File: src/rtl/mem_access_pkg.sv
// Shared definitions for the data-memory access stage: op codes, FSM states,
// bus size codes and op-classification helpers.
package mem_access_pkg;

    localparam logic [7:0] EXE_LB_OP  = 8'b1110_0000;
    localparam logic [7:0] EXE_LH_OP  = 8'b1110_0001;
    localparam logic [7:0] EXE_LW_OP  = 8'b1110_0011;
    localparam logic [7:0] EXE_LBU_OP = 8'b1110_0100;
    localparam logic [7:0] EXE_LHU_OP = 8'b1110_0101;
    localparam logic [7:0] EXE_SB_OP  = 8'b1110_1000;
    localparam logic [7:0] EXE_SH_OP  = 8'b1110_1001;
    localparam logic [7:0] EXE_SW_OP  = 8'b1110_1011;

    localparam logic [1:0] SIZE_BYTE = 2'd0;
    localparam logic [1:0] SIZE_HALF = 2'd1;
    localparam logic [1:0] SIZE_WORD = 2'd2;

    typedef enum logic [1:0] {
        ST_IDLE = 2'd0,
        ST_REQ  = 2'd1,
        ST_WAIT = 2'd2,
        ST_DONE = 2'd3
    } state_t;

    function automatic logic is_load(input logic [7:0] op);
        case (op)
            EXE_LB_OP, EXE_LBU_OP, EXE_LH_OP, EXE_LHU_OP, EXE_LW_OP: return 1'b1;
            default: return 1'b0;
        endcase
    endfunction

    function automatic logic is_store(input logic [7:0] op);
        case (op)
            EXE_SB_OP, EXE_SH_OP, EXE_SW_OP: return 1'b1;
            default: return 1'b0;
        endcase
    endfunction

    function automatic logic [1:0] op_size(input logic [7:0] op);
        case (op)
            EXE_LH_OP, EXE_LHU_OP, EXE_SH_OP: return SIZE_HALF;
            EXE_LW_OP, EXE_SW_OP:             return SIZE_WORD;
            default:                          return SIZE_BYTE;
        endcase
    endfunction

    function automatic logic misaligned(input logic [7:0] op, input logic [1:0] lane);
        case (op_size(op))
            SIZE_HALF: return lane[0];
            SIZE_WORD: return lane != 2'b00;
            default:   return 1'b0;
        endcase
    endfunction

endpackage

File: src/rtl/mem_align.sv
// Combinational byte-lane logic: store strobe and data replication, load
// lane selection with sign or zero extension.
module mem_align
    import mem_access_pkg::*;
(
    input  logic [7:0]  op,
    input  logic [1:0]  lane,
    input  logic [31:0] wdata,
    input  logic [31:0] rdata,
    output logic [3:0]  wstrb,
    output logic [31:0] wdata_rep,
    output logic [31:0] load_ext
);

    logic [7:0]  byte_s;
    logic [15:0] half_s;

    // Store strobe and replicated write data
    always_comb begin
        wstrb     = 4'h0;
        wdata_rep = wdata;
        case (op)
            EXE_SB_OP: begin
                wstrb     = 4'b0001 << lane;
                wdata_rep = {4{wdata[7:0]}};
            end
            EXE_SH_OP: begin
                wstrb     = 4'b0011 << {lane[1], 1'b0};
                wdata_rep = {2{wdata[15:0]}};
            end
            EXE_SW_OP: wstrb = 4'hF;
            default:   wstrb = 4'h0;
        endcase
    end

    // Load lane select and extension
    always_comb begin
        case (lane)
            2'd0:    byte_s = rdata[7:0];
            2'd1:    byte_s = rdata[15:8];
            2'd2:    byte_s = rdata[23:16];
            default: byte_s = rdata[31:24];
        endcase
        if (lane[1]) begin
            half_s = rdata[31:16];
        end else begin
            half_s = rdata[15:0];
        end
        case (op)
            EXE_LB_OP:  load_ext = {{24{byte_s[7]}}, byte_s};
            EXE_LBU_OP: load_ext = {24'h0, byte_s};
            EXE_LH_OP:  load_ext = {{16{half_s[15]}}, half_s};
            EXE_LHU_OP: load_ext = {16'h0, half_s};
            default:    load_ext = rdata;
        endcase
    end

endmodule

File: src/rtl/mem_access.sv
// Data-memory access stage: accepts one load/store from EX/MEM, runs a
// request/response bus handshake, and retires it with a one-cycle done pulse.
module mem_access
    import mem_access_pkg::*;
(
    input  logic        clk,
    input  logic        rst,
    input  logic        valid,
    input  logic [7:0]  alucontrol,
    input  logic [31:0] addr,
    input  logic [31:0] wdata,
    input  logic        flush,
    output logic        stall,
    output logic        done,
    output logic [31:0] load_data,
    output logic        adel,
    output logic        ades,
    output logic [31:0] badvaddr,
    output logic        data_req,
    output logic        data_wr,
    output logic [1:0]  data_size,
    output logic [31:0] data_addr,
    output logic [31:0] data_wdata,
    output logic [3:0]  data_wstrb,
    input  logic        data_addr_ok,
    input  logic        data_data_ok,
    input  logic [31:0] data_rdata
);

    state_t      state_r, state_nxt_s;
    logic        cancel_r, cancel_nxt_s;
    logic [7:0]  op_r;
    logic [31:0] addr_r, wdata_r, load_data_r;
    logic [3:0]  wstrb_r;
    logic        wr_r;
    logic [1:0]  size_r;

    logic        live_s, mis_s, accept_s, kill_s, capture_s;
    logic [7:0]  align_op_s;
    logic [1:0]  align_lane_s;
    logic [3:0]  wstrb_s;
    logic [31:0] wdata_rep_s, load_ext_s;

    assign live_s   = ~rst & (state_r == ST_IDLE) & valid & ~flush
                    & (is_load(alucontrol) | is_store(alucontrol));
    assign mis_s    = misaligned(alucontrol, addr[1:0]);
    assign accept_s = live_s & ~mis_s;
    assign kill_s   = cancel_r | flush;

    // The aligner serves the incoming instruction in IDLE and the held one afterwards
    assign align_op_s   = (state_r == ST_IDLE) ? alucontrol : op_r;
    assign align_lane_s = (state_r == ST_IDLE) ? addr[1:0]  : addr_r[1:0];

    mem_align u_align (
        .op        (align_op_s),
        .lane      (align_lane_s),
        .wdata     (wdata),
        .rdata     (data_rdata),
        .wstrb     (wstrb_s),
        .wdata_rep (wdata_rep_s),
        .load_ext  (load_ext_s)
    );

    // Next-state, cancel tracking and load-capture decision
    always_comb begin
        state_nxt_s  = state_r;
        cancel_nxt_s = cancel_r;
        capture_s    = 1'b0;
        case (state_r)
            ST_IDLE: begin
                cancel_nxt_s = 1'b0;
                if (accept_s) begin
                    state_nxt_s = ST_REQ;
                end else begin
                    state_nxt_s = ST_IDLE;
                end
            end
            ST_REQ: begin
                if (data_addr_ok && data_data_ok) begin
                    state_nxt_s  = kill_s ? ST_IDLE : ST_DONE;
                    cancel_nxt_s = 1'b0;
                    capture_s    = ~kill_s & is_load(op_r);
                end else if (data_addr_ok) begin
                    state_nxt_s  = ST_WAIT;
                    cancel_nxt_s = kill_s;
                end else if (flush) begin
                    state_nxt_s  = ST_IDLE;
                    cancel_nxt_s = 1'b0;
                end else begin
                    state_nxt_s  = ST_REQ;
                end
            end
            ST_WAIT: begin
                if (data_data_ok) begin
                    state_nxt_s  = kill_s ? ST_IDLE : ST_DONE;
                    cancel_nxt_s = 1'b0;
                    capture_s    = ~kill_s & is_load(op_r);
                end else begin
                    state_nxt_s  = ST_WAIT;
                    cancel_nxt_s = kill_s;
                end
            end
            ST_DONE: begin
                state_nxt_s  = ST_IDLE;
                cancel_nxt_s = 1'b0;
            end
            default: begin
                state_nxt_s  = ST_IDLE;
                cancel_nxt_s = 1'b0;
            end
        endcase
    end

    // State, captured bus request and load result registers
    always_ff @(posedge clk) begin
        if (rst) begin
            state_r     <= ST_IDLE;
            cancel_r    <= 1'b0;
            op_r        <= 8'h00;
            addr_r      <= 32'h0;
            wdata_r     <= 32'h0;
            wstrb_r     <= 4'h0;
            wr_r        <= 1'b0;
            size_r      <= 2'd0;
            load_data_r <= 32'h0;
        end else begin
            state_r  <= state_nxt_s;
            cancel_r <= cancel_nxt_s;
            if (accept_s) begin
                op_r    <= alucontrol;
                addr_r  <= addr;
                wdata_r <= wdata_rep_s;
                wstrb_r <= wstrb_s;
                wr_r    <= is_store(alucontrol);
                size_r  <= op_size(alucontrol);
            end
            if (capture_s) begin
                load_data_r <= load_ext_s;
            end
        end
    end

    assign stall      = accept_s | (state_r == ST_REQ) | (state_r == ST_WAIT);
    assign done       = (state_r == ST_DONE);
    assign load_data  = load_data_r;
    assign adel       = live_s & mis_s & is_load(alucontrol);
    assign ades       = live_s & mis_s & is_store(alucontrol);
    assign badvaddr   = (live_s & mis_s) ? addr : 32'h0;
    assign data_req   = (state_r == ST_REQ);
    assign data_wr    = wr_r;
    assign data_size  = size_r;
    assign data_addr  = addr_r;
    assign data_wdata = wdata_r;
    assign data_wstrb = wstrb_r;

endmodule

File: config.mk
export PLATFORM = sky130hd
export DESIGN_NAME = mem_access
export DESIGN_NICKNAME = d
export VERILOG_FILES = /design/src/rtl/mem_access_pkg.sv /design/src/rtl/mem_align.sv /design/src/rtl/mem_access.sv
export SDC_FILE = /design/constraint.sdc
export NUM_CORES = 1
export LEC_CHECK = 0
export BUFFER_PORTS_ARGS = -buffer_cell sky130_fd_sc_hd__buf_2
export CAP_MARGIN = 0
export CELL_PAD_IN_SITES_DETAIL_PLACEMENT = 1
export CELL_PAD_IN_SITES_GLOBAL_PLACEMENT = 2
export CORE_MARGIN = 2
export CORE_UTILIZATION = 30
export CTS_BUF_LIST = sky130_fd_sc_hd__clkbuf_4 sky130_fd_sc_hd__clkbuf_8
export DETAILED_ROUTE_END_ITERATION = 8
export PLACE_DENSITY = 0.87
export SLEW_MARGIN = 15
export SYNTH_ARGS = -nofsm -noshare
export SYNTH_HDL_FRONTEND = slang
export SYNTH_HIERARCHICAL = 1
export SYNTH_SLANG_ARGS = --single-unit
File: constraint.sdc
create_clock -name clk -period 10.4 [get_ports clk]
set_input_delay 2.08 -clock clk [delete_from_list [all_inputs] [get_ports clk]]
set_output_delay 2.08 -clock clk [all_outputs]
set_load 0.01 [all_outputs]
==> results.yml, run 1 <==
cts:
  insertion_delay_ns: 0.45
  clock-sinks: 114
  clock_tree.buffer_depth: 2
  cts_tree: "built"
  ctsRootBufferMaster: "clkbuf_8"
  holdBufCountCts: 0
  cts_made_buffers: 17
  h-tree-depth: 4
  path_clk_slew_ns: 0.07
  cts_setup_buffers: 0
  cts.repair.resized: 0
cells_and_area:
  final_nets: 1065
  syn_to_final_growth_pct: 27.9
  insertedDiodeCount: 0
  instances_no_fill: 1230
  layout-drive-gt1-share_pct: 34.8
yosys:
  synthAdderAreaFrac_pct: 1.63
  syn_nets: 877
  ys_warn_count: 6
  synth.area.mux_share_pct: 9.54
  syn-mean-instance-area_sq_um: 8.10
  synth_seq_cells: 114
  synth_cells: 759
  synth_top_area_share_pct: 37.1
  synth_simple_gate_area_share_pct: 18.6
  seq_area_frac_synth_pct: 37.1
  synth_flop_cell: "dfxtp_1"
  synth_compound_area_share_pct: 26.2
  ys_types: 50
  synth.area.top_cells: "dfxtp_1 (37%), o21ai_0 (10%), a21oi_1 (9.2%), nand3_1 (8.5%), mux2_2 (4.2%)"
  synth_area_sq_um: 6150
  synth-xor-area-share_pct: 0
  synth_top_area_cell: "dfxtp_1"
  synth_edf_count: 0
  synth_top_family_by_area: "compound AO/OA/AOI/OAI gates"
  synth-async-reset-ratio_pct: 0
timing:
  finalCriticalPeriod_ns: 7.22
  setup_viol: 0
  fmax_mhz: 138
  rsz0062_at_grt: "no"
  finalCritPeriodShare_pct: 69.5
  hold_ws_ns: 0.475
  slew_headroom_pct: 31.8
  worst_clock_skew_ns: 0.0191
  finalMaxSlewViolations: 0
  finalHoldViolCount: 0
  tns_ns: 0
  worst_slack_ns: 3.18
  tightest_slew_ns: 1.02
critical_path:
  r2r_slack_ns: 7.15
  worstSetupPathType: "input pin to output pin"
  cpMaxStageDelayCell: "buf_4"
  crit-reg2reg-launch: "state_r[0]"
  crit_chain: "buf_2, nand4b_1, nor4b_1, inv_1, ha_1, a21oi_4, buf_4, o21ai_0, buf_2"
  r2r_cells: 9
  critPathMostFrequentCell: "buf_2"
  cp-end-kind: "output pin"
  cp_max_fo: 108
  start_kind: "input pin"
  cp.arrival_ns: 5.14
  worstPathRequired_ns: 8.32
  timing.rr.end: "load_data[8]"
  slowest_delay_ns: 0.74
place:
  routabilityCongestion: 0.824
  dp_cells: 1198
  dpl.hpwl_um: 15800
  dp_slack_ns: 3.22
  portBuffers: 249
detailed_routing:
  viasPerCell: 5.32
  wl_per_cell_um: 18.8
  drtPass1Iterations: 5
  vias: 6545
  wirelength_um: 23100
  drc: 0
  drtAntennaViolNets: 0
  first_iter_violations: 431
power:
  p_leak_nw: 3.52
  power_density_nw_per_um2: 127
  vdd_drop_max_mv: 0.0722
global_route:
  antenna_found_initial: 0
  grt-ovfl-total: 0
  grt_util_all_layers_pct: 21.0
  grt_max_degree: 109
  grt_pass1_wl_um: 36200
  grt_pass1_vias: 6416
floorplanning:
  num_rows: 52
  die_area_sq_um: 21700
  die_h_um: 147
  fp.coreArea_sq_um: 20200
  initial_core_util_pct: 30.5
  die_w_um: 147
  io_pins: 250
min_path:
  holdPathStages: 2
  hold_end: "data_size[0]"
  hold_class: "flip-flop to flip-flop"
  worstHoldStart: "data_size[0]"
run_status:
  outcome: "complete, no violations"
flow_run:
  drv_cap: 0
-- area by class of cell --
| type | count | area (sq um) |
|---|---|---|
| Fill cell | 2537 | 12300 |
| Tap cell | 270 | 338 |
| Inverter | 7 | 26.3 |
| Clock buffer | 18 | 248 |
| Sequential cell | 114 | 2280 |
| Timing Repair Buffer | 257 | 1310 |
| Multi-Input combinational cell | 550 | 3460 |
| Clock inverter | 14 | 203 |
-- stage by stage --
stage | utilization (%) | area, sq um | power (mW)
final | 39.0 | 7870 | 0.998
after detailed placement | 36.8 | 7420 | 0.529
after global routing | 39.0 | 7870 | 1.04
after floorplan | - | 6150 | 0.492
after global placement | 36.8 | 7420 | 0.528
after CTS | 39.0 | 7870 | 1.01
-- synth_stat cells (2+ instances only) --
| master | instances |
|---|---|
| clkbuf_1 | 67 |
| buf_4 | 11 |
| buf_2 | 6 |
| mux2_2 | 23 |
| a2bb2oi_1 | 7 |
| mux4_2 | 7 |
| nor2_1 | 18 |
| ha_1 | 8 |
| a221o_1 | 8 |
| o21ai_0 | 129 |
| mux2i_1 | 11 |
| o211a_1 | 2 |
| nor4_1 | 2 |
| and3_1 | 35 |
| mux2_4 | 4 |
| a21oi_1 | 113 |
| nor2b_1 | 12 |
| nor3b_1 | 2 |
| nand2_1 | 14 |
| buf_1 | 2 |
| a21o_1 | 17 |
| nor3_1 | 7 |
| inv_1 | 7 |
| nand2b_1 | 3 |
| dfxtp_1 | 114 |
| nand4b_1 | 2 |
| nand3_1 | 105 |
-- logic make-up (layout without fill, tap and decap cells) --
logic type,Yosys count,count (layout)
AOI/OAI and AO/OA,287,287
adders and majority gates,8,8
buffers and inverters,95,296
DFF,114,114
muxes,45,45
and+or+nand+nor,210,210
-- cell usage in the layout (no fill, tap or decap), types with 8 or more instances in the layout --
master | synthesis | routed
and3_1 | 35 | 35
o21ai_0 | 129 | 128
a21oi_1 | 113 | 112
buf_4 | 11 | 9
nor2b_1 | 12 | 12
mux2_2 | 23 | 23
a221o_1 | 8 | 8
nand2_1 | 14 | 14
dfxtp_1 | 114 | 114
clkbuf_8 | 0 | 18
a21o_1 | 17 | 16
mux2i_1 | 11 | 11
nor2_1 | 18 | 18
ha_1 | 8 | 8
nand3_1 | 105 | 105
buf_2 | 6 | 248
-- worst max-delay path: cells and delay by family --
family          cells  cell delay (ns)
simple gates        2             1.10
compound gates      2             0.36
buf+inv             4             1.19
fa+ha+maj           1             0.37
-- flip-flops by register name, summed over array words and instances, names as in the netlist --
signal	cells
state_r	2
data_wdata	32
data_addr	32
cancel_r	1
load_data	32
data_wstrb	4
op_r	8
data_size	2
data_wr	1
-- report_power, final --
group	total (mW)	switching [mW]	internal (mW)
logic	0.0820	0.0444	0.0375
registers	0.437	0.000337	0.437
clock network	0.479	0.208	0.271
total	0.998	0.253	0.745
-- worst max-delay path by stage --
| stage | from | endpoint | slack, ns |
|---|---|---|---|
| CTS | alucontrol[4] | stall | 3.22 |
| detailed placement | alucontrol[4] | stall | 3.22 |
| global route | alucontrol[4] | stall | 2.88 |
| global placement | alucontrol[4] | badvaddr[16] | 3.39 |
| finish | alucontrol[4] | stall | 3.18 |
| floorplan | alucontrol[4] | adel | 3.59 |
-- layer usage --
metal  GRT usage, %  wire, um  share of wire (%)
met1           28.4     10400                 45
met2           33.0     10900                 47
met4           7.69       580                2.5
met5              0         0                  0
met3           4.60      1170                5.1
Power figures use the tool's default switching activity.
==> inputs of run 2 (changes only) <==
Settings changed: CORE_UTILIZATION 30 to 27, PLACE_DENSITY 0.87 to 0.79.
Clock period 10.4 ns to 6.65 ns, I/O delays scaled along.
==> run 2 against run 1 <==
Against the previous run: worst setup slack got worse by 1.9 ns; sequential share of layout area about the same; clock power is 42% higher; worst hold slack lost 0.0022 ns.
==> results.yml, run 2 (synthesis results as in run 1) <==
critical_path:
  timing.rr.end: "data_wdata[31]"
  start_kind: "input pin"
  cp.arrival_ns: 4.05
  r2r_slack_ns: 3.45
  worstSetupPathType: "input pin to output pin"
  r2r_cells: 7
  cp-end-kind: "output pin"
  worstPathRequired_ns: 5.32
  crit-reg2reg-launch: "state_r[1]"
  cp_max_fo: 43
run_status:
  outcome: "complete, no violations"
global_route:
  grt_max_degree: 75
  grt_pass1_vias: 6252
  grt_pass1_wl_um: 36400
  antenna_found_initial: 0
  grt-ovfl-total: 0
  grt_util_all_layers_pct: 19.2
cts:
  cts_setup_buffers: 0
  cts.repair.resized: 0
  cts_tree: "built"
  insertion_delay_ns: 0.45
  cts_made_buffers: 17
  holdBufCountCts: 0
  clock-sinks: 114
  path_clk_slew_ns: 0.07
  ctsRootBufferMaster: "clkbuf_8"
  h-tree-depth: 4
  clock_tree.buffer_depth: 2
cells_and_area:
  syn_to_final_growth_pct: 27.8
  insertedDiodeCount: 0
  layout-drive-gt1-share_pct: 34.9
  layout_commonest_cell: "buf_2"
  utilization_pct: 34.9
  final_cell_mix: "buf_2 (248), o21ai_0 (128), dfxtp_1 (114)"
  nFillCells: 2761
  final_nets: 1068
power:
  vdd_drop_max_mv: 0.0970
  power_density_nw_per_um2: 190
  p_leak_nw: 3.50
  finalPower_mw: 1.49
floorplanning:
  num_rows: 55
  fp.coreArea_sq_um: 22500
  die_h_um: 155
  die_area_sq_um: 24000
  die_w_um: 155
  initial_core_util_pct: 27.3
  io_pins: 250
timing:
  setup_viol: 0
  worst_slack_ns: 1.27
  finalHoldViolCount: 0
  fmax_mhz: 186
  tightest_slew_ns: 1.09
  tns_ns: 0
  rsz0062_at_grt: "no"
  slew_headroom_pct: 27.2
  finalMaxSlewViolations: 0
  finalCritPeriodShare_pct: 80.9
  worst_clock_skew_ns: 0.0183
  finalCriticalPeriod_ns: 5.38
detailed_routing:
  drtAntennaViolNets: 0
  wirelength_um: 23500
  viasPerCell: 5.18
  vias: 6469
  drc: 0
  wl_per_cell_um: 18.8
  drtPass1Iterations: 4
  first_iter_violations: 361
place:
  routabilityCongestion: 0.812
  dp_slack_ns: 1.24
  portBuffers: 249
  dpl.hpwl_um: 16500
min_path:
  hold_class: "flip-flop to flip-flop"
  hold_end: "data_addr[25]"
  worstHoldStart: "data_addr[25]"
  holdPathStages: 2
flow_run:
  drv_cap: 0
run 2: cell types whose count changed in the layout (fill, tap and decap cells not counted):
cell / before / now
buf_4: 9 / 12
bufinv_16: 4 / 2
clkbuf_4: 0 / 1
clkinv_4: 5 / 2
clkinvlp_4: 1 / 3
inv_6: 3 / 5
o21a_1: 0 / 1
o21a_2: 1 / 0
run 2: metal layers:
layer	global-route usage [%]	vias to the layer above	wire (um)
li1	-	3153	-
met1	25.7	3108	10900
met2	30.4	176	10900
met3	4.01	32	1140
met4	7.05	0	586
met5	0	-	0
run 2: how the worst max path moves through the flow:
| stage | depth (start not counted) | endpoint | start | slack (ns) |
|---|---|---|---|---|
| 5_1_grt | 10 | stall | alucontrol[4] | 1.0 |
| 2_1_floorplan | 8 | adel | alucontrol[4] | 1.34 |
| 3_5_place_dp | 10 | stall | alucontrol[4] | 1.24 |
| 4_1_cts | 10 | stall | alucontrol[4] | 1.24 |
| 6_report | 10 | stall | alucontrol[4] | 1.27 |
| 3_3_place_gp | 10 | badvaddr[27] | alucontrol[4] | 1.42 |
run 2: area by class of cell:
| class | instances | area [sq um] | area share, % |
|---|---|---|---|
| Clock buffer | 19 | 255 | 3.25 |
| Clock inverter | 13 | 149 | 1.89 |
| Inverter | 7 | 26.3 | 0.334 |
| Multi-Input combinational cell | 550 | 3460 | 44.0 |
| Sequential cell | 114 | 2280 | 29.0 |
| Tap cell | 285 | 357 | 4.54 |
| Timing Repair Buffer | 260 | 1330 | 16.9 |
run 2: worst max-delay path, stage by stage:
cell and delay [ns]:
buf_2 0.10, nand4b_1 0.45, nor4b_1 0.63, inv_1 0.14
ha_1 0.23, o21ai_0 0.36, a21oi_4 0.10, buf_4 0.27
o21ai_0 0.24, buf_2 0.17
run 2: power by group:
| part | total [mW] | internal [mW] | switching (mW) | leakage, nW |
|---|---|---|---|---|
| Clock | 0.678 | 0.353 | 0.325 | 0.198 |
| Sequential | 0.684 | 0.683 | 0.000535 | 0.918 |
| Combinational | 0.128 | 0.0587 | 0.0696 | 2.39 |
run 2: stage by stage:
step / instance area (sq um) / hold slack (ns) / instances
after floorplan: 6150 / 0.446 / 759
final: 7860 / 0.472 / 1248
after global placement: 7460 / 0.457 / 1216
after CTS: 7860 / 0.477 / 1248
after global routing: 7860 / 0.495 / 1248
after detailed placement: 7460 / 0.466 / 1216
